`src/rtl/lcd_pkg.sv`:
```
// Shared definitions for the character-LCD bus engines.
// Holds the read FSM states, RS encodings and default HD44780 timing.
package lcd_pkg;

    typedef enum logic [2:0] {
        ST_IDLE,
        ST_SETUP,
        ST_EN_HI,
        ST_HOLD,
        ST_RECOVER
    } lcd_rd_state_e;

    localparam logic LCD_RS_STATUS = 1'b0;
    localparam logic LCD_RS_DATA   = 1'b1;

    // Cycle counts at 50 MHz (20 ns period).
    localparam int LCD_SETUP_CYC   = 3;
    localparam int LCD_EN_HIGH_CYC = 12;
    localparam int LCD_HOLD_CYC    = 2;
    localparam int LCD_RECOVER_CYC = 10;
    localparam int LCD_POLL_MAX    = 4096;

    function automatic int max4(input int a, input int b,
                                input int c, input int d);
        int m;
        m = a;
        if (b > m) m = b;
        if (c > m) m = c;
        if (d > m) m = d;
        return m;
    endfunction

endpackage

```
`src/rtl/lcd_read_engine.sv`:
```
// HD44780 read-cycle engine: status/data reads with optional BF polling.
// Owns the LCD bus while rd_active is high; all outputs are registered.
module lcd_read_engine
    import lcd_pkg::*;
#(
    parameter int SETUP_CYC   = LCD_SETUP_CYC,
    parameter int EN_HIGH_CYC = LCD_EN_HIGH_CYC,
    parameter int HOLD_CYC    = LCD_HOLD_CYC,
    parameter int RECOVER_CYC = LCD_RECOVER_CYC,
    parameter int POLL_MAX    = LCD_POLL_MAX
) (
    input  logic        clk,
    input  logic        rst,
    input  logic        start,
    input  logic        rs_sel,
    input  logic        poll,
    input  logic [7:0]  lcd_data_in,
    output logic        lcd_en,
    output logic        lcd_rs,
    output logic        lcd_rw,
    output logic        rd_active,
    output logic        busy,
    output logic        done,
    output logic [7:0]  rdata,
    output logic        busy_flag,
    output logic [6:0]  addr,
    output logic        timeout,
    output logic [12:0] poll_count
);

    localparam int MAXC = max4(SETUP_CYC, EN_HIGH_CYC,
                               HOLD_CYC, RECOVER_CYC);
    localparam int CW = (MAXC > 1) ? $clog2(MAXC) : 1;
    localparam logic [12:0] PMAX = 13'(POLL_MAX);

    lcd_rd_state_e state_q, state_d;
    logic [CW-1:0] cnt_q, cnt_d;
    logic          rs_q, poll_q;
    logic          lcd_en_q, lcd_rs_q, lcd_rw_q, rd_active_q;
    logic          busy_q, done_q, bf_q, timeout_q;
    logic [7:0]    rdata_q;
    logic [6:0]    addr_q;
    logic [12:0]   pc_q;

    logic accept, sample, phase_end, poll_again, poll_expired;
    logic rs_nxt, drive_nxt;

    assign accept       = (state_q == ST_IDLE) && start;
    assign phase_end    = (cnt_q == '0);
    assign sample       = (state_q == ST_EN_HI) && phase_end;
    assign poll_again   = poll_q && bf_q && (pc_q < PMAX);
    assign poll_expired = poll_q && bf_q && !(pc_q < PMAX);
    assign rs_nxt       = accept ? rs_sel : rs_q;
    assign drive_nxt    = (state_d == ST_SETUP) ||
                          (state_d == ST_EN_HI) ||
                          (state_d == ST_HOLD);

    // Next state and phase counter; counter reloads on every state entry.
    always_comb begin
        state_d = state_q;
        cnt_d   = cnt_q;
        case (state_q)
            ST_IDLE: begin
                if (start) state_d = ST_SETUP;
            end
            ST_SETUP: begin
                if (phase_end) state_d = ST_EN_HI;
                else           cnt_d = cnt_q - CW'(1);
            end
            ST_EN_HI: begin
                if (phase_end) state_d = ST_HOLD;
                else           cnt_d = cnt_q - CW'(1);
            end
            ST_HOLD: begin
                if (phase_end) state_d = ST_RECOVER;
                else           cnt_d = cnt_q - CW'(1);
            end
            ST_RECOVER: begin
                if (phase_end) state_d = poll_again ? ST_SETUP : ST_IDLE;
                else           cnt_d = cnt_q - CW'(1);
            end
            default: state_d = ST_IDLE;
        endcase
        if (state_d != state_q) begin
            case (state_d)
                ST_SETUP:   cnt_d = CW'(SETUP_CYC - 1);
                ST_EN_HI:   cnt_d = CW'(EN_HIGH_CYC - 1);
                ST_HOLD:    cnt_d = CW'(HOLD_CYC - 1);
                ST_RECOVER: cnt_d = CW'(RECOVER_CYC - 1);
                default:    cnt_d = '0;
            endcase
        end
    end

    // State register, request latch and read-result capture.
    always_ff @(posedge clk or posedge rst) begin
        if (rst) begin
            state_q   <= ST_IDLE;
            cnt_q     <= '0;
            rs_q      <= LCD_RS_STATUS;
            poll_q    <= 1'b0;
            rdata_q   <= '0;
            bf_q      <= 1'b0;
            addr_q    <= '0;
            pc_q      <= '0;
            timeout_q <= 1'b0;
        end else begin
            state_q <= state_d;
            cnt_q   <= cnt_d;
            if (accept) begin
                rs_q      <= rs_sel;
                poll_q    <= poll && (rs_sel == LCD_RS_STATUS);
                timeout_q <= 1'b0;
                pc_q      <= '0;
            end
            if (sample) begin
                rdata_q <= lcd_data_in;
                if (rs_q == LCD_RS_STATUS) begin
                    bf_q   <= lcd_data_in[7];
                    addr_q <= lcd_data_in[6:0];
                    if (pc_q < PMAX) pc_q <= pc_q + 13'd1;
                end
            end
            if ((state_q == ST_RECOVER) && phase_end && poll_expired)
                timeout_q <= 1'b1;
        end
    end

    // Bus strobes and status flags registered from the next state.
    always_ff @(posedge clk or posedge rst) begin
        if (rst) begin
            lcd_en_q    <= 1'b0;
            lcd_rs_q    <= 1'b0;
            lcd_rw_q    <= 1'b0;
            rd_active_q <= 1'b0;
            busy_q      <= 1'b0;
            done_q      <= 1'b0;
        end else begin
            lcd_en_q    <= (state_d == ST_EN_HI);
            lcd_rs_q    <= drive_nxt && rs_nxt;
            lcd_rw_q    <= drive_nxt;
            rd_active_q <= drive_nxt;
            busy_q      <= (state_d != ST_IDLE);
            done_q      <= (state_q == ST_RECOVER) && (state_d == ST_IDLE);
        end
    end

    assign lcd_en     = lcd_en_q;
    assign lcd_rs     = lcd_rs_q;
    assign lcd_rw     = lcd_rw_q;
    assign rd_active  = rd_active_q;
    assign busy       = busy_q;
    assign done       = done_q;
    assign rdata      = rdata_q;
    assign busy_flag  = bf_q;
    assign addr       = addr_q;
    assign timeout    = timeout_q;
    assign poll_count = pc_q;

endmodule
```
`config.mk`:
```
export PLATFORM = sky130hd
export DESIGN_NAME = lcd_read_engine
export DESIGN_NICKNAME = d
export VERILOG_FILES = /design/src/rtl/lcd_pkg.sv /design/src/rtl/lcd_read_engine.sv
export SDC_FILE = /design/constraint.sdc
export NUM_CORES = 1
export LEC_CHECK = 0
export CAP_MARGIN = 15
export CORE_MARGIN = 2
export CORE_UTILIZATION = 50
export DETAILED_ROUTE_END_ITERATION = 6
export DONT_BUFFER_PORTS = 1
export HOLD_SLACK_MARGIN = 0.05
export PLACE_DENSITY = 0.7
export SYNTH_ARGS = -nofsm -noshare
export SYNTH_HDL_FRONTEND = slang
export SYNTH_SLANG_ARGS = --single-unit
export TNS_END_PERCENT = 30
```
`constraint.sdc`:
```
create_clock -name clk -period 4 [get_ports clk]
set_input_delay 0.8 -clock clk [delete_from_list [all_inputs] [get_ports clk]]
set_output_delay 0.8 -clock clk [all_outputs]
set_load 0.05 [all_outputs]
```
==> results.toml, run 1 <==
[outcome]
status = "complete, no violations"

[power]
switching_share_pct = 40.92
vdd_ir_drop_max_v = 0.0002702
p_per_area_mw_per_mm2 = 624.0
pwr-share-seq_pct = 56.9
pwr-share-comb_pct = 18.5
pwr-share-clk_pct = 24.7
p_int_mw = 0.8275
cellLeakagePower_nw = 0.9185
power.switching_mw = 0.5731

[sta]
hold_slack_ns = 0.5444
fin_crit_ns = 2.025
relSlewSlack_pct = 38.18
rsz0062_at_grt = "no"
setup_slack_ns = 1.975
max_freq_mhz = 493.9
finalSetupTns_ns = 0
drv_slew = 0
skew_ns = 0.008093
worst_pin_slew_ns = 0.9263
finalSetupViolCount = 0
period_share_pct = 50.61
hold_violations = 0

[layout]
drive_above_1_share_pct = 17.55
antenna_cells = 0
post-route-util_pct = 55.71
area.growth.synth_to_final_pct = 7.104
fin_nets = 202

[cts]
hold_buffers = 0
cts_tree = "yes"
cts_buffers = 5
clk_pin_slew_ns = 0.09
clk_latency_ns = 0.30
cts_setup_buffers = 0
cts_resized = 0
htree_num_levels = 2
clock_sinks = 44
clk_path_buf_depth = 2
root_buffer = "clkbuf_8"

[global_routing]
grt_overflow = 0
antenna_found_initial = 0
gr-usage-met3_pct = 6.169
grt_pass1_wl_um = 7086
grt_pass1_vias = 1502
grt_max_degree = 25
grt_util_all_layers_pct = 20.41
grt-busiest-layer = "met2"
met2_usage_pct = 33.53
gr-usage-met1_pct = 24.63

[logic_synthesis]
synth_edf_count = 0
ys_top_cells_by_area = "dfrtp_1, mux2_2, nand2_1"
synth_top_area_share_pct = 52.54
synth_cell_types = 41
ys_ff_latch = 44
yosysMostFrequentCell = "dfrtp_1"
syn_area_mm2 = 0.002096
synthFlopType = "dfrtp_1"
yosysWarnings = 0
async_flop_share_pct = 100.0
synth_commonest_cells = "dfrtp_1, mux2_2, nand2_1"
synth_cells = 187
synth.avg_cell_area_um2 = 11.21
synth_nets = 202
yosysTopAreaCell = "dfrtp_1"
yosysSeqAreaShare_pct = 52.54

[die]
rows = 23
die-area_mm2 = 0.004725
die_y_um = 68.74
die_x_um = 68.74
start_util_pct = 52.02
io_pins = 49
coreArea_mm2 = 0.004029

[detailed_routing]
detailedRoute.firstPassIterationCount = 4
via_count = 1523
drtIter0Drc = 170
via_per_inst = 6.399
postRouteAntennaNets = 0
post_drt_wl_per_cell_um = 18.06
drt-total-wl_um = 4298
drcViolationCount = 0

[worst_hold_path]
hold_class = "flop to flop"

[worst_setup_path]
crit_path_end_kind = "primary output"
critPathLaunchType = "flop"
required_ns = 3.20
arrival_ns = 1.22
setup.worst_path.class = "flop to primary output"
cp_max_fo = 2

[placed_design]
place_ws_ns = 2.004
io_buffers = 0
hpwl_um = 3117
gp_congestion = 0.8509

[run]
maxCapViolations = 0
==> state kept, by name, summed over array words and instances (netlist names) <==
register	cells
addr	7
busy	1
busy_flag	1
cnt_q	4
done	1
lcd_en	1
lcd_rs	1
poll_count	13
poll_q	1
rd_active	1
rdata	8
rs_q	1
state_q	3
timeout	1
==> through the flow <==
stage | power, mW | cells | instance area [um^2]
after floorplan | 1.001 | 187 | 2096
after global placement | 1.039 | 230 | 2130
after detailed placement | 1.059 | 230 | 2130
after CTS | 1.406 | 238 | 2245
after global routing | 1.486 | 238 | 2245
final | 1.401 | 238 | 2245
==> metal layers <==
layer  share of wire (%)  wire length, um
met1                  40             1700
met2                  48             2081
met3                 9.7              417
met4                 2.3               99
met5                   0                0
==> cell usage in the layout, fill, tap and decap left out, drive strengths merged, types with 3 or more instances in the layout <==
master	Yosys	routed
nand4	4	4
a22oi	3	3
dfrtp	44	44
nor2	12	12
nor3	3	3
nand2b	4	4
o211ai	8	8
mux2	18	18
clkbuf	5	5
nand2	17	17
nand3	9	9
o21ai	7	7
o31ai	8	8
a21oi	5	5
inv	5	6
==> power by group through the flow <==
stage | combinational (mW) | sequential, mW | clock [mW]
floorplan | 0.259 | 0.742 | 0
global placement | 0.238 | 0.801 | 0
detailed placement | 0.254 | 0.805 | 0
CTS | 0.255 | 0.796 | 0.355
global route | 0.294 | 0.810 | 0.382
finish | 0.259 | 0.796 | 0.345
==> final cells by class <==
class	instances	area [um^2]
Multi-Input combinational cell	130	939.7
Clock inverter	3	46.29
Clock buffer	5	68.82
Timing Repair Buffer	1	7.507
Sequential cell	44	1101
Tap cell	50	62.56
Fill cell	322	1784
Inverter	5	18.77
==> kinds of logic (layout without fill, tap and decap cells) <==
kind of cell / Yosys count / in the layout / share of synthesized area [%]
buffers and inverters: 13 / 14 / 2.627
AND/OR/NAND/NOR: 64 / 64 / 18.45
adder cells (fa/ha/maj): 2 / 2 / 1.194
AO/OA/AOI/OAI: 43 / 43 / 14.21
flip-flops: 44 / 44 / 52.54
XOR/XNOR: 2 / 2 / 0.8360
multiplexers: 19 / 19 / 10.15
==> worst paths after layout <==
path / startpoint / end / slack (ns) / depth (start not counted)
min in group asynchronous: rst / poll_count[4] / 0.58 / 1
worst min register to register: poll_q / poll_q / 0.54 / 2
worst min-delay path: poll_q / poll_q / 0.54 / 2
worst max register to register: state_q[2] / poll_count[9] / 1.99 / 4
max in group asynchronous: rst / rdata[6] / 2.60 / 2
worst max-delay path: rd_active / rd_active / 1.98 / 0
Note: power is estimated with default switching activity, not from simulation.
==> run 2: changes to the inputs <==
--- a/config.mk
+++ b/config.mk
@@ -11,7 +11,7 @@
 export DETAILED_ROUTE_END_ITERATION = 6
 export DONT_BUFFER_PORTS = 1
 export HOLD_SLACK_MARGIN = 0.05
-export PLACE_DENSITY = 0.7
+export PLACE_DENSITY = 0.73
 export SYNTH_ARGS = -nofsm -noshare
 export SYNTH_HDL_FRONTEND = slang
 export SYNTH_SLANG_ARGS = --single-unit
==> constraint.sdc (replaced) <==
create_clock -name clk -period 1.7 [get_ports clk]
set_input_delay 0.34 -clock clk [delete_from_list [all_inputs] [get_ports clk]]
set_output_delay 0.34 -clock clk [all_outputs]
set_load 0.05 [all_outputs]
==> run 2 against run 1 <==
The flow now finishes with violations (negative setup slack). Sequential share of layout area decreased by 5.6 points. First-iteration DRC count decreased by 39%. Total power increased by 140%. Final cell count increased by 14%. Combinational power increased to 4.1 times the previous value. Critical endpoint is now poll_count[9]. Largest cell class unchanged. Largest power group unchanged.
==> results.toml, run 2 (same netlist as run 1, synthesis figures left out) <==
[outcome]
status = "finished with violations"
violations = "negative setup slack"

[worst_setup_path]
r2r_cells = 6
worstPathCellList = "inv_2 -> ha_4 -> nor4b_4 -> nor4b_4 -> mux2_4 -> a21o_1"
setup.worst_path.class = "flop to flop"
critical_path_cell_count = 6
crit_slowest_cell = "dfrtp_1"
crit_family = "simple AND/OR/NAND/NOR gates"
crit_buf_inv = 1
critPathMostFrequentCell = "nor4b_4"
arrival_ns = 1.93
slowest_delay_ns = 0.40
crit_path_end_kind = "flop"
critPathLaunchType = "flop"
required_ns = 1.88
cp_max_fo = 4

[layout]
post-route-util_pct = 62.89
largest_reg_flops = 13
antenna_cells = 0
layout_common_cells = "dfrtp_1, buf_4, mux2_2"
final_common_cell = "dfrtp_1"
nFillCells = 324
drive_above_1_share_pct = 33.33
finalNonFillerCells = 272
area.growth.synth_to_final_pct = 20.90
fin_nets = 236

[global_routing]
grt_max_degree = 45
antenna_found_initial = 0
met2_usage_pct = 38.82
gr-usage-met3_pct = 5.195
grt_pass1_wl_um = 7693
grt_util_all_layers_pct = 21.70
grt-busiest-layer = "met2"
gr-usage-met1_pct = 25.03
grt_overflow = 0
grt_pass1_vias = 1725

[placed_design]
hpwl_um = 3579
gp_congestion = 0.8570
place_ws_ns = -0.1215
io_buffers = 0
place_inst = 262

[die]
rows = 23
die_y_um = 68.74
coreArea_mm2 = 0.004029
die_x_um = 68.74
die-area_mm2 = 0.004725
io_pins = 49
start_util_pct = 52.02

[detailed_routing]
via_count = 1654
drtIter0Drc = 104
postRouteAntennaNets = 0
via_per_inst = 6.081
drcViolationCount = 0
drt-total-wl_um = 4817
detailedRoute.firstPassIterationCount = 4
post_drt_wl_per_cell_um = 17.71

[sta]
fin_crit_ns = 1.753
period_share_pct = 103.1
max_freq_mhz = 570.5
finalSetupViolCount = 3
worst_pin_slew_ns = 0.5239
setup_slack_ns = -0.05298
relSlewSlack_pct = 65.07
hold_violations = 0
rsz0062_at_grt = "yes"
skew_ns = 0.006569
drv_slew = 0

[power]
vdd_ir_drop_max_v = 0.0005682
p_per_area_mw_per_mm2 = 1337
cellLeakagePower_nw = 1.099

[cts]
clk_latency_ns = 0.29
clock_sinks = 44
root_buffer = "clkbuf_8"
clk_path_buf_depth = 2
cts_buffers = 5
cts_tree = "yes"
clk_pin_slew_ns = 0.08
htree_num_levels = 2

[run]
maxCapViolations = 0

[worst_hold_path]
hold_class = "input pin to flop"
min_path_cells = 1
## run 2: timing repair
action,in CTS,in global routing
buffers inserted,1,0
pin swaps,1,0
endpoints found under the setup margin,22,23
gates resized for setup,8,6
hold buffers,1,0
cloned,0,0
endpoints found under the hold margin,44,0
## run 2: final timing paths
path	from	end	slack [ns]
min in group asynchronous	rst	rdata[3]	0.56
worst max-delay path	cnt_q[0]	poll_count[9]	-0.05
worst max register to register	cnt_q[0]	poll_count[9]	-0.05
worst min-delay path	lcd_data_in[2]	rdata[2]	0.20
max in group asynchronous	rst	cnt_q[1]	0.94
worst min register to register	poll_q	poll_q	0.52
## run 2: where the power goes
part | leakage (nW) | internal [mW] | switching [mW]
clock | 0.0510 | 0.325 | 0.342
combinational | 0.502 | 0.457 | 0.609
sequential | 0.546 | 1.23 | 0.427
total | 1.10 | 2.01 | 1.38
## run 2: cell type report
type / instances / area [um^2] / area share, %
Timing Repair Buffer: 35 / 289.0 / 11.41
Tap cell: 50 / 62.56 / 2.469
Clock inverter: 2 / 10.01 / 0.3951
Multi-Input combinational cell: 130 / 969.7 / 38.27
Inverter: 5 / 18.77 / 0.7407
Sequential cell: 44 / 1101 / 43.46
Clock buffer: 6 / 82.58 / 3.259
## run 2: per-stage QoR
stage	TNS (ns)	instance area [um^2]	hold WS, ns	power [mW]
after floorplan	-0.4554	2098	0.4646	2.360
after global placement	-0.08054	2385	0.3124	2.624
after detailed placement	-0.7753	2385	0.3177	2.685
after CTS	-0.08552	2519	0.1918	3.405
after global routing	-1.445	2534	0.1856	3.593
final	-0.05682	2534	0.1963	3.386
## run 2: metal layers
layer	vias to the layer above	part of all wire (%)
met1	812	39
met5	-	0
met3	10	7.2
met2	68	53
met4	0	1.5
li1	764	-
==> run 3: changes to the inputs <==
--- a/config.mk
+++ b/config.mk
@@ -11,7 +11,7 @@
 export DETAILED_ROUTE_END_ITERATION = 6
 export DONT_BUFFER_PORTS = 1
 export HOLD_SLACK_MARGIN = 0.05
-export PLACE_DENSITY = 0.73
+export PLACE_DENSITY = 0.7
 export SYNTH_ARGS = -nofsm -noshare
 export SYNTH_HDL_FRONTEND = slang
 export SYNTH_SLANG_ARGS = --single-unit
==> constraint.sdc (replaced) <==
create_clock -name clk -period 2.2 [get_ports clk]
set_input_delay 0.44 -clock clk [delete_from_list [all_inputs] [get_ports clk]]
set_output_delay 0.44 -clock clk [all_outputs]
set_load 0.05 [all_outputs]
==> run 3 against run 2 <==
The flow now finishes without violations. Combinational power is 40% lower. Worst hold slack worse by 0.16 ns. Sequential power is 20% lower. Largest power group unchanged. Highest routed layer unchanged.
==> results.toml, run 3 (same netlist as run 1, synthesis figures left out) <==
[global_routing]
grt_pass1_vias = 1629
antenna_found_initial = 0
grt_max_degree = 19
grt_util_all_layers_pct = 21.15
gr-usage-met3_pct = 7.468
gr-usage-met1_pct = 23.80
met2_usage_pct = 36.54
grt_overflow = 0
grt_pass1_wl_um = 7210
grt-busiest-layer = "met2"

[worst_setup_path]
rrSetupSlack_ns = 0.26
required_ns = 2.39
critPathMostFrequentCell = "nor4b_4"
worstReg2RegStart = "cnt_q[0]"
crit_path_end_kind = "flop"
arrival_ns = 2.13
crit_path_end = "poll_count[9]"
crit_slowest_cell = "dfrtp_1"
worstPathCellList = "inv_1 -> ha_1 -> nor4b_4 -> nor4b_4 -> mux2_1 -> a21o_1"
cp_max_fo = 5
crit_start = "cnt_q[0]"
r2r_cells = 6
slowest_delay_ns = 0.41
critical_path_cell_count = 6
setup.worst_path.class = "flop to flop"
regToRegEndpoint = "poll_count[9]"
crit_family = "simple AND/OR/NAND/NOR gates"
critPathLaunchType = "flop"
crit_buf_inv = 1

[cts]
clk_latency_ns = 0.30
root_buffer = "clkbuf_8"
htree_num_levels = 2
cts_tree = "yes"
clk_path_buf_depth = 2
clk_pin_slew_ns = 0.08
cts_buffers = 5
clock_sinks = 44

[layout]
drive_above_1_share_pct = 25.84
antenna_cells = 0
finalNonFillerCells = 259
final_common_cell = "dfrtp_1"
largest_reg_flops = 13
layout_common_cells = "dfrtp_1, buf_4, mux2_2"
area.growth.synth_to_final_pct = 16.72
post-route-util_pct = 60.71
fin_nets = 223
postLayoutCellArea_mm2 = 0.002446

[die]
coreArea_mm2 = 0.004029
io_pins = 49
rows = 23
start_util_pct = 52.02
die_y_um = 68.74
die_x_um = 68.74
die-area_mm2 = 0.004725

[detailed_routing]
drt-total-wl_um = 4427
detailedRoute.firstPassIterationCount = 6
drcViolationCount = 0
post_drt_wl_per_cell_um = 17.09
postRouteAntennaNets = 0
via_count = 1560
drtIter0Drc = 105
via_per_inst = 6.023

[sta]
rsz0062_at_grt = "no"
hold_violations = 0
setup_slack_ns = 0.2612
hold_slack_ns = 0.04026
period_share_pct = 88.13
skew_ns = 0.007046
worst_pin_slew_ns = 0.5490
drv_slew = 0
finalSetupViolCount = 0
fin_crit_ns = 1.939
max_freq_mhz = 515.8
finalSetupTns_ns = 0
relSlewSlack_pct = 63.40

[placed_design]
placed_area_mm2 = 0.002272
place_ws_ns = 0.2182
hpwl_um = 3300
io_buffers = 0
gp_congestion = 0.9292
place_inst = 249

[power]
power_mw = 2.802
vdd_ir_drop_max_v = 0.0005610
p_per_area_mw_per_mm2 = 1146
cellLeakagePower_nw = 1.048

[outcome]
status = "complete, no violations"

[worst_hold_path]
hold_class = "input pin to asynchronous set/reset pin"

[run]
maxCapViolations = 0
-- run 3: changes by cell type in the layout (fill, tap and decap cells not counted), moves of 2 or more --
| cell | before | now |
|---|---|---|
| buf_4 | 30 | 22 |
| inv_1 | 3 | 5 |
| clkinv_2 | 2 | 0 |
| buf_6 | 3 | 0 |
| bufinv_16 | 0 | 3 |
| inv_2 | 2 | 0 |
-- run 3: area by class of cell --
type	count	area (um^2)
Timing Repair Buffer	22	165.2
Tap cell	50	62.56
Multi-Input combinational cell	130	939.7
Inverter	5	18.77
Clock inverter	3	90.09
Fill cell	315	1583
Clock buffer	5	68.82
Sequential cell	44	1101
-- run 3: what timing repair did --
| action | CTS | global route |
|---|---|---|
| hold buffers | 0 | 0 |
| setup endpoints to repair | 0 | 1 |
| buffers inserted | 0 | 2 |
| gates resized for setup | 0 | 0 |
-- run 3: worst min path at each step --
| stage | start | end | slack, ns |
|---|---|---|---|
| 2_1_floorplan | poll_q | poll_q | 0.46 |
| 3_3_place_gp | rst | poll_q | 0.37 |
| 3_5_place_dp | rst | poll_q | 0.39 |
| 4_1_cts | rst | rs_q | 0.06 |
| 5_1_grt | rst | rs_q | 0.07 |
| 6_report | rst | rs_q | 0.04 |
-- run 3: power by group --
group / switching [mW] / internal [mW]
registers: 0.377 / 0.947
clock network: 0.270 / 0.568
logic: 0.379 / 0.262
-- run 3: routing by layer --
metal | up-vias | part of all wire (%)
li1 | 733 | -
met3 | 15 | 9.1
met5 | - | 0
met4 | 0 | 2.2
met2 | 75 | 49
met1 | 737 | 39
